--- src/rtl/sonar_scheduler_if.sv ---
// Bus between the sonar scheduler, the sonar front ends and the register
// peripheral.
//   master : peripheral / front-end side (drives enables, strobes, results, clears)
//   slave  : scheduler side (drives sync pulses, result bank, flags, status)
// Signals:
//   en, en_mask     scheduler enable and per-sonar rotation mask
//   sync            one-cycle start pulse per sonar
//   valid_in        result strobe per sonar
//   dist_in         8-bit result per sonar, sonar i at [8i+7:8i]
//   dist_out        banked last result per sonar
//   new_data        sticky "result updated" flags
//   clr_new         clears matching new_data bits
//   timeout         sticky "last slot timed out" flags
//   active_idx      sonar currently owning the slot
//   busy            scheduler not idle
//   cycle_done      one-cycle pulse when the rotation wraps
interface sonar_scheduler_if #(
   parameter int NUM_SONAR = 4
);
   logic                   en;
   logic [NUM_SONAR-1:0]   en_mask;
   logic [NUM_SONAR-1:0]   sync;
   logic [NUM_SONAR-1:0]   valid_in;
   logic [8*NUM_SONAR-1:0] dist_in;
   logic [8*NUM_SONAR-1:0] dist_out;
   logic [NUM_SONAR-1:0]   new_data;
   logic [NUM_SONAR-1:0]   clr_new;
   logic [NUM_SONAR-1:0]   timeout;
   logic [2:0]             active_idx;
   logic                   busy;
   logic                   cycle_done;

   modport master (
      output en, en_mask, valid_in, dist_in, clr_new,
      input  sync, dist_out, new_data, timeout, active_idx, busy, cycle_done
   );

   modport slave (
      input  en, en_mask, valid_in, dist_in, clr_new,
      output sync, dist_out, new_data, timeout, active_idx, busy, cycle_done
   );
endinterface

--- src/rtl/sonar_scheduler.sv ---
// Round-robin ping scheduler for SR04-style sonar front ends. Only one
// transducer pings at a time: the active sonar gets a sync pulse, the
// scheduler waits for its result or a slot timeout, banks the value and
// then holds a quiet gap so echoes decay before the next sonar fires.
// Ports:
//   clk    system clock
//   reset  synchronous, active-high
//   bus    sonar_scheduler_if slave modport (see interface header)
//
// state  | meaning
// -------+-----------------------------------------------------------
// IDLE   | disabled or empty mask, waiting for en and a nonzero mask
// SELECT | pick next enabled sonar after the last one (wraps)
// FIRE   | one-cycle sync pulse to the picked sonar
// WAIT   | waiting for the sonar's valid strobe or slot timeout
// GAP    | quiet time for echo decay before the next pick
module sonar_scheduler #(
   parameter int NUM_SONAR   = 4,
   parameter int SLOT_CYCLES = 1_500_000,
   parameter int GAP_CYCLES  = 500_000
) (
   input  logic clk,
   input  logic reset,
   sonar_scheduler_if.slave bus
);

   localparam int SLOT_W = (SLOT_CYCLES > 1) ? $clog2(SLOT_CYCLES) : 1;
   localparam int GAP_W  = (GAP_CYCLES > 1)  ? $clog2(GAP_CYCLES)  : 1;

   localparam logic [2:0] ST_IDLE   = 3'd0;
   localparam logic [2:0] ST_SELECT = 3'd1;
   localparam logic [2:0] ST_FIRE   = 3'd2;
   localparam logic [2:0] ST_WAIT   = 3'd3;
   localparam logic [2:0] ST_GAP    = 3'd4;

   logic [2:0]             state;
   logic [2:0]             last_idx;
   logic [2:0]             active_idx;
   logic                   first_pick;
   logic [SLOT_W-1:0]      slot_cnt;
   logic [GAP_W-1:0]       gap_cnt;
   logic [8*NUM_SONAR-1:0] dist_q;
   logic [NUM_SONAR-1:0]   new_q;
   logic [NUM_SONAR-1:0]   to_q;

   logic [7:0]             mask8;
   logic [3:0]             cand;
   logic [2:0]             pick_idx;
   logic                   pick_found;
   logic [NUM_SONAR-1:0]   act_vec;
   logic                   valid_act;
   logic [7:0]             dist_sel;
   logic                   in_wait;
   logic                   slot_end;
   logic                   capture;
   logic                   expire;
   logic                   bank_en;
   logic [7:0]             bank_val;

   // Search downward over offsets so the smallest offset from last_idx wins.
   always_comb begin
      mask8      = 8'(bus.en_mask);
      cand       = '0;
      pick_idx   = last_idx;
      pick_found = 1'b0;
      for (int k = NUM_SONAR; k >= 1; k--) begin
         cand = {1'b0, last_idx} + 4'(k);
         if (cand >= 4'(NUM_SONAR))
            cand = cand - 4'(NUM_SONAR);
         if (mask8[cand[2:0]]) begin
            pick_idx   = cand[2:0];
            pick_found = 1'b1;
         end
      end
   end

   always_comb begin
      act_vec   = '0;
      valid_act = 1'b0;
      dist_sel  = 8'h00;
      for (int i = 0; i < NUM_SONAR; i++) begin
         if (active_idx == 3'(i)) begin
            act_vec[i] = 1'b1;
            valid_act  = bus.valid_in[i];
            dist_sel   = bus.dist_in[8*i +: 8];
         end
      end
   end

   // en low discards whatever the sonar delivers in the same cycle.
   assign in_wait  = (state == ST_WAIT) && bus.en;
   assign slot_end = (slot_cnt == SLOT_W'(SLOT_CYCLES - 1));
   assign capture  = in_wait && valid_act;
   assign expire   = in_wait && !valid_act && slot_end;
   assign bank_en  = capture || expire;
   assign bank_val = capture ? dist_sel : 8'hFF;

   always_ff @(posedge clk) begin
      if (reset) begin
         state      <= ST_IDLE;
         last_idx   <= 3'(NUM_SONAR - 1);
         active_idx <= 3'd0;
         first_pick <= 1'b1;
         slot_cnt   <= '0;
         gap_cnt    <= '0;
         dist_q     <= '0;
         new_q      <= '0;
         to_q       <= '0;
      end else begin
         new_q <= (new_q & ~bus.clr_new) | (bank_en ? act_vec : '0);
         to_q  <= (to_q & ~(capture ? act_vec : '0)) | (expire ? act_vec : '0);
         for (int i = 0; i < NUM_SONAR; i++) begin
            if (bank_en && (active_idx == 3'(i)))
               dist_q[8*i +: 8] <= bank_val;
         end

         if (!bus.en) begin
            state <= ST_IDLE;
         end else begin
            case (state)
               ST_IDLE: begin
                  if (|bus.en_mask)
                     state <= ST_SELECT;
               end
               ST_SELECT: begin
                  if (pick_found) begin
                     active_idx <= pick_idx;
                     last_idx   <= pick_idx;
                     first_pick <= 1'b0;
                     state      <= ST_FIRE;
                  end else begin
                     state <= ST_IDLE;
                  end
               end
               ST_FIRE: begin
                  slot_cnt <= '0;
                  state    <= ST_WAIT;
               end
               ST_WAIT: begin
                  if (valid_act || slot_end) begin
                     gap_cnt <= GAP_W'(GAP_CYCLES - 1);
                     state   <= ST_GAP;
                  end else begin
                     slot_cnt <= slot_cnt + SLOT_W'(1);
                  end
               end
               ST_GAP: begin
                  if (gap_cnt == '0)
                     state <= ST_SELECT;
                  else
                     gap_cnt <= gap_cnt - GAP_W'(1);
               end
               default: state <= ST_IDLE;
            endcase
         end
      end
   end

   assign bus.sync       = (state == ST_FIRE) ? act_vec : '0;
   assign bus.dist_out   = dist_q;
   assign bus.new_data   = new_q;
   assign bus.timeout    = to_q;
   assign bus.active_idx = active_idx;
   assign bus.busy       = (state != ST_IDLE);
   // Wrap detection: picked index not above the previous one; the very
   // first pick after reset is not a wrap.
   assign bus.cycle_done = (state == ST_SELECT) && bus.en && pick_found &&
                           !first_pick && (pick_idx <= last_idx);

endmodule

--- src/flat_wrapper.sv ---
// flat-port wrapper written by rule: the top's interface ports become plain ports
module sonar_scheduler_flat 
#(
   parameter int NUM_SONAR   = 4,
   parameter int SLOT_CYCLES = 1_500_000,
   parameter int GAP_CYCLES  = 500_000
)
  (clk, reset, bus_en, bus_en_mask, bus_valid_in, bus_dist_in, bus_clr_new, bus_sync, bus_dist_out, bus_new_data, bus_timeout, bus_active_idx, bus_busy, bus_cycle_done);
  sonar_scheduler_if #(.NUM_SONAR(NUM_SONAR)) bus_i ();
  input  logic clk;
  input  logic reset;
  input wire logic [$bits(bus_i.en)-1:0] bus_en;
  input wire logic [$bits(bus_i.en_mask)-1:0] bus_en_mask;
  input wire logic [$bits(bus_i.valid_in)-1:0] bus_valid_in;
  input wire logic [$bits(bus_i.dist_in)-1:0] bus_dist_in;
  input wire logic [$bits(bus_i.clr_new)-1:0] bus_clr_new;
  output wire logic [$bits(bus_i.sync)-1:0] bus_sync;
  output wire logic [$bits(bus_i.dist_out)-1:0] bus_dist_out;
  output wire logic [$bits(bus_i.new_data)-1:0] bus_new_data;
  output wire logic [$bits(bus_i.timeout)-1:0] bus_timeout;
  output wire logic [$bits(bus_i.active_idx)-1:0] bus_active_idx;
  output wire logic [$bits(bus_i.busy)-1:0] bus_busy;
  output wire logic [$bits(bus_i.cycle_done)-1:0] bus_cycle_done;
  assign bus_i.en = bus_en;
  assign bus_i.en_mask = bus_en_mask;
  assign bus_i.valid_in = bus_valid_in;
  assign bus_i.dist_in = bus_dist_in;
  assign bus_i.clr_new = bus_clr_new;
  assign bus_sync = bus_i.sync;
  assign bus_dist_out = bus_i.dist_out;
  assign bus_new_data = bus_i.new_data;
  assign bus_timeout = bus_i.timeout;
  assign bus_active_idx = bus_i.active_idx;
  assign bus_busy = bus_i.busy;
  assign bus_cycle_done = bus_i.cycle_done;
  sonar_scheduler #(.NUM_SONAR(NUM_SONAR), .SLOT_CYCLES(SLOT_CYCLES), .GAP_CYCLES(GAP_CYCLES)) u_core (.clk(clk), .reset(reset), .bus(bus_i));
endmodule
--- config.mk ---
export PLATFORM = sky130hd
export DESIGN_NAME = sonar_scheduler_flat
export DESIGN_NICKNAME = d
export VERILOG_FILES = /design/src/rtl/sonar_scheduler_if.sv /design/src/rtl/sonar_scheduler.sv /design/src/flat_wrapper.sv
export SDC_FILE = /design/constraint.sdc
export NUM_CORES = 1
export LEC_CHECK = 0
export CORE_AREA = 2 2 125 127
export DETAILED_ROUTE_END_ITERATION = 7
export DIE_AREA = 0 0 127 129
export PLACE_DENSITY = 0.63
export SYNTH_ARGS = -nofsm -noshare
export SYNTH_HDL_FRONTEND = slang
export SYNTH_SLANG_ARGS = --single-unit
export TNS_END_PERCENT = 100
--- constraint.sdc ---
create_clock -name clk -period 4.4 [get_ports clk]
set_input_delay 0.66 -clock clk [delete_from_list [all_inputs] [get_ports clk]]
set_output_delay 0.66 -clock clk [all_outputs]
set_load 0.05 [all_outputs]
Word level (Yosys, flattened, before mapping). Cells that the tools add are included.

Register bits: 90. Input port bits: 47. Output and inout bits: 49.

Add/subtract/negate cells: 10. Magnitude comparators: 9. Equal/unequal tests: 13. Multiplexer cells: 47. Bitwise operators: 7. Reduce and logical (&&, ||, !) cells: 28.

Operators with widths (number): one-hot mux 21 bit (2 select lines) (1); two-way mux 8 bit (5); two-way mux 19 bit (2); one-hot mux 19 bit (2 select lines) (1); two-way mux 3 bit (11); adder 21 x 1 -> 21 bit, second input constant (1); == test 21 bit, second input constant (1); two-way mux 21 bit (1); zero test 19 bit (1); subtractor 19 x 1 -> 19 bit, second input constant (1); >= comparator 4 x 3 -> 1 bit, second input constant (4); < comparator 3 x 4 -> 1 bit, second input constant (4); two-way mux 1 bit (16); two-way mux 4 bit (4); one-hot mux 3 bit (5 select lines) (1); binary-select mux 1 bit (select 3 bit) (4); == test 3 x 2 -> 1 bit, second input constant (4); logical AND 1 bit (12); subtractor 3 bit, second input constant (4); AND reduction 3 bit (3); adder 3 x 2 -> 4 bit, second input constant (2); bitwise AND 4 bit (2); inverter 4 bit (2); OR 4 bit (2); other kinds (17) (25).

Depth between registers and ports, before layout.
Depth in word-level cells: 12. Mapped depth: 14. Mapped depth without buffers: 12.

Worst setup path before layout. No wires, ideal clock.

Path kind: flip-flop to output port. Start: register u_core.last_idx[1]. End: output port bus_cycle_done. Arrival time: 3.755 ns. Data required time: 3.740 ns. Path slack: -0.015 ns. Cell stages (with the launch flop): 15. Path buffers: 2. Cells stage by stage: dfxtp_1 clkbuf_1 inv_1 ha_1 clkbuf_1 mux4_2 a21boi_0 o21a_1 o21ai_0 ha_1 inv_1 a21o_1 a21oi_1 a31oi_1 nor3_1.

Longest elaborated chain between the ends: 12.

Ends and longest elaborated chain: start, declared (RTL line sonar_scheduler.sv:37) `logic [2:0] last_idx;`; start signal, assigned (RTL line sonar_scheduler.sv:101) `last_idx <= 3'(NUM_SONAR - 1);`; start signal, assigned (RTL line sonar_scheduler.sv:128) `last_idx <= pick_idx;`; parallel branches: the longest is 11 deep, another holds adder 3 x 3 -> 4 bit; logical AND 1 bit (*) (RTL line sonar_scheduler.sv:168) `!first_pick && (pick_idx <= last_idx);`; end, declared (RTL line flat_wrapper.sv:23) `output wire logic [$bits(bus_i.cycle_done)-1:0] bus_cycle_done;`.

Every way passes the cells marked *. The select of a mux whose other input is x is not followed.

Worst setup path after layout. Ends and elaborated chain as after synthesis.

==> flow_metrics.tcl <==
set metrics [dict create \
    cp_slowest_stage_delay_ps 510 \
    final_routed_drc_violation_total 0 \
    cts.path.max_buffers 2 \
    yosysSeqAreaShare_pct 34.4 \
    area_delta_synth_final_pct 26.7 \
    critical_path.n_buffers_inverters 3 \
    synth_top_flop_cell "dfxtp_1" \
    run_status "completed" \
    pwrdens_nw_per_um2 309 \
    clock-sinks 89 \
    maxSlewViolCount 0 \
    worst_pin_slew_ps 958 \
    initial_core_util_pct 34.6 \
    cts_inserted_buffers 9 \
    crit_path_leading_delay_family "compound AO/OA/AOI/OAI gates" \
    h-tree-depth 3 \
    end_kind "output pin" \
    port-buffer-count 95 \
    setup-tns-final_ps 0 \
    r2r-end "u_core.slot_cnt[15]$_SDFFE_PP0P_" \
    initial_drt_markers 375 \
    crit_path_end "bus_cycle_done" \
    regToRegStartpoint "u_core.state[0]$_SDFFE_PP0P_" \
    leakage_nw 2.12 \
    path_clk_slew_ps 70 \
    timing.final.hold_violations 0 \
    final.period_utilization_pct 92.3 \
    die-height_um 129 \
    synth_cells 608 \
    reg2reg_slack_ps 1390 \
    place_hpwl_mm 11.3 \
    setup.worst_path.start "u_core.last_idx[1]$_SDFFE_PP1N_" \
    grt_antenna_before_repair 0 \
    postRouteAntennaNets 0 \
    critical_path.cell_chain "inv_1 > ha_2 > mux4_2 > a21boi_0 > o21a_1 > o21ai_0 > ha_1 > inv_1 > a21o_1 > a21oi_1 > a31oi_1 > nor3_2 > buf_12" \
    n_fill_cell 1485 \
    routedWlPerCell_um 18.1 \
    finalCoreUtilization_pct 43.8 \
    finalSetupViolations 0 \
    num_rows 45 \
    drt-vias-per-instance 5.97 \
    io_pins 96 \
    die-area_sq_um 16400 \
    die_w_um 127 \
    globalRouteTotalUtil_pct 19.1 \
    arrival_ps 3400 \
    worstHoldPathType "flop to flop" \
    synth-edff-count 0 \
    largest_net_degree_at_the_start_of_global_routing 75 \
    postSynthRegisterBits 89 \
    global_placement_routability_congestion 0.876 \
    worst-path-max-fanout 10 \
    crit_required_ps 3740 \
    critical_path_depth 13 \
    grt_pass1_wl_mm 25.1 \
    rsz_0062_raised_after_global_routing "no" \
    netlist-cell-type-count 68 \
    clock_latency_ps 350 \
    synthesis.nets 662 \
    skew_ps 9.56 \
    detailroute.via_count 5186 \
    totalWireLength_mm 15.7 \
    drv_cap 0 \
    grt.overflow.total 0 \
    crit_top_cell "inv_1" \
    clock-root-buffer "clkbuf_16" \
    vdd_drop_max_uv 185 \
    critical-path-slowest-cell "mux4_2" \
    cts_tree "yes" \
    ffs_w_async_s_r_synth_pct 0 \
    drt_pass_1_iters 5 \
    syn_avg_cell_area_sq_um 8.52 \
    post_route_cells_drive_above_1_share_pct 8.38 \
    ws_path_type "flop to output pin" \
    synth_area_sq_um 5180 \
    finalCriticalPeriod_ps 4060 \
    floorplan.core_area_sq_um 15000 \
    antennaDiodeCount 0 \
    max-slew-margin-rel_pct 35.7 \
    ys_warn_count 0 \
    layout.cells.non_filler 868 \
    first_global_vias 4834 \
    reg2reg_depth 5 \
    placed_cells_incl_taps 852 \
    final_net_count 729 \
    worstSetupStartpointType "flop" \
    fmaxAchievable_ghz 0.246 \
]
-- layout make-up --
class / instances / area (sq um) / share of cell area, %
multi-input combinational: 455 / 3150 / 48.0
sequential: 89 / 1780 / 27.2
timing repair buffer: 101 / 1000 / 15.2
tap: 188 / 235 / 3.58
clock buffer: 10 / 229 / 3.49
clock inverter: 6 / 97.6 / 1.49
inverter: 19 / 71.3 / 1.09
-- cell usage after synthesis (3+ instances only) --
library cell	count	share of area (%)
a2111oi_0	4	0.68
a211oi_1	32	4.6
a21o_1	5	0.72
a21oi_1	54	5.2
a21oi_2	3	0.51
a311oi_1	14	2.4
a31oi_1	20	2.4
a41o_1	3	0.58
and2_1	6	0.72
and3_1	3	0.36
buf_1	6	0.43
buf_2	6	0.58
clkbuf_1	31	2.2
dfxtp_1	89	34
ha_1	7	1.7
inv_1	18	1.3
mux2_2	3	0.65
mux2i_1	11	2.1
mux4_2	10	4.3
nand2_1	45	3.3
nand2b_1	11	1.3
nand3_1	18	1.7
nand3b_1	5	0.72
nand4_1	13	1.6
nand4b_1	6	1.0
nor2_1	25	1.8
nor2b_1	8	0.97
nor3_1	26	2.5
nor3_2	3	0.58
nor3b_1	4	0.58
nor4_1	10	1.2
nor4b_1	3	0.51
o21a_1	28	4.1
o21ai_0	16	1.5
o22ai_1	4	0.48
o311ai_0	6	1.0
o31ai_1	3	0.43
or3_1	6	0.72
or4_1	7	1.0
-- layout by cell type, fill, tap and decap left out, types with 4 or more instances in the layout --
cell,n
o21ai_0,16
nand4_1,13
nor3_2,4
o311ai_0,6
nand3b_1,5
nand3_1,18
nor2b_1,8
nor4_1,10
a31oi_1,20
nand2b_1,11
a21oi_1,54
nand2_1,45
ha_1,6
or3_1,6
nor3_1,25
nand4b_1,6
o22ai_1,4
nor3b_1,4
o21a_1,28
a21o_1,5
and2_1,6
dfxtp_1,88
clkdlybuf4s50_1,93
clkbuf_16,9
mux4_2,10
buf_4,6
inv_1,18
mux2i_1,11
a211oi_1,32
nor2_1,25
a311oi_1,14
or4_1,7
a2111oi_0,4
-- routing by layer --
layer  track usage, %  wire, um  vias to the layer above
met5                0         0                        -
met4             5.24       157                        0
met3             4.57       960                       12
met2             33.3      7590                      183
met1             23.7      6960                     2484
li1                 -         -                     2507
-- worst min path at each step --
stage / startpoint / endpoint / cells after the start
detailed placement: u_core.bus.dist_out[19]$_SDFFE_PP0P_ / u_core.bus.dist_out[19]$_SDFFE_PP0P_ / 1
floorplan: u_core.slot_cnt[18]$_SDFFE_PP0P_ / u_core.slot_cnt[18]$_SDFFE_PP0P_ / 2
global placement: u_core.bus.dist_out[20]$_SDFFE_PP0P_ / u_core.bus.dist_out[20]$_SDFFE_PP0P_ / 1
finish: u_core.bus.dist_out[10]$_SDFFE_PP0P_ / u_core.bus.dist_out[10]$_SDFFE_PP0P_ / 1
CTS: u_core.bus.dist_out[19]$_SDFFE_PP0P_ / u_core.bus.dist_out[19]$_SDFFE_PP0P_ / 1
global route: u_core.bus.dist_out[19]$_SDFFE_PP0P_ / u_core.bus.dist_out[19]$_SDFFE_PP0P_ / 1
-- through the flow --
stage | hold WS (ps) | power [W] | setup WS (ps) | instance area [sq um]
2_1_floorplan | 443 | 0.00109 | 409 | 5190
3_3_place_gp | 448 | 0.00119 | 503 | 6240
3_5_place_dp | 454 | 0.00119 | 445 | 6240
4_1_cts | 470 | 0.00205 | 104 | 6560
5_1_grt | 480 | 0.00211 | 95.4 | 6570
6_report | 470 | 0.00203 | 337 | 6570
-- worst register-to-register path, stage by stage (launching register included) --
cell       delay (ps)
dfxtp_1           810
nand3b_1          600
nor2_1            840
nand3b_1          130
a2111oi_0         400
o21bai_1          170
-- timing repair --
action                                  CTS  global route
hold buffers                              0             0
resized for setup                         0             2
endpoints found under the hold margin     0             0
endpoints found under the setup margin    0             1
setup buffers                             0             0
-- kinds of logic after synthesis --
| group | after synthesis | share of synthesized area, % |
|---|---|---|
| AO/OA/AOI/OAI | 212 | 28.7 |
| AND/OR/NAND/NOR | 212 | 23.2 |
| flip-flops | 89 | 34.4 |
| buffers and inverters | 64 | 5.00 |
| multiplexers | 24 | 7.12 |
| adder cells (fa/ha/maj) | 7 | 1.69 |
-- power by group --
part / leakage, nW / switching (W) / internal [W]
registers: 0.717 / 0.0000269 / 0.000815
clock network: 0.160 / 0.000343 / 0.000507
logic: 1.24 / 0.000192 / 0.000145
-- state kept, by name (all words and copies together), names as in the netlist --
signal,flops
u_core.bus.dist_out,32
u_core.slot_cnt,21
u_core.gap_cnt,19
u_core.bus.new_data,4
u_core.bus.timeout,4
u_core.bus.active_idx,3
u_core.state,3
u_core.last_idx,2
u_core.first_pick,1
(Power assumes the default switching activity.)
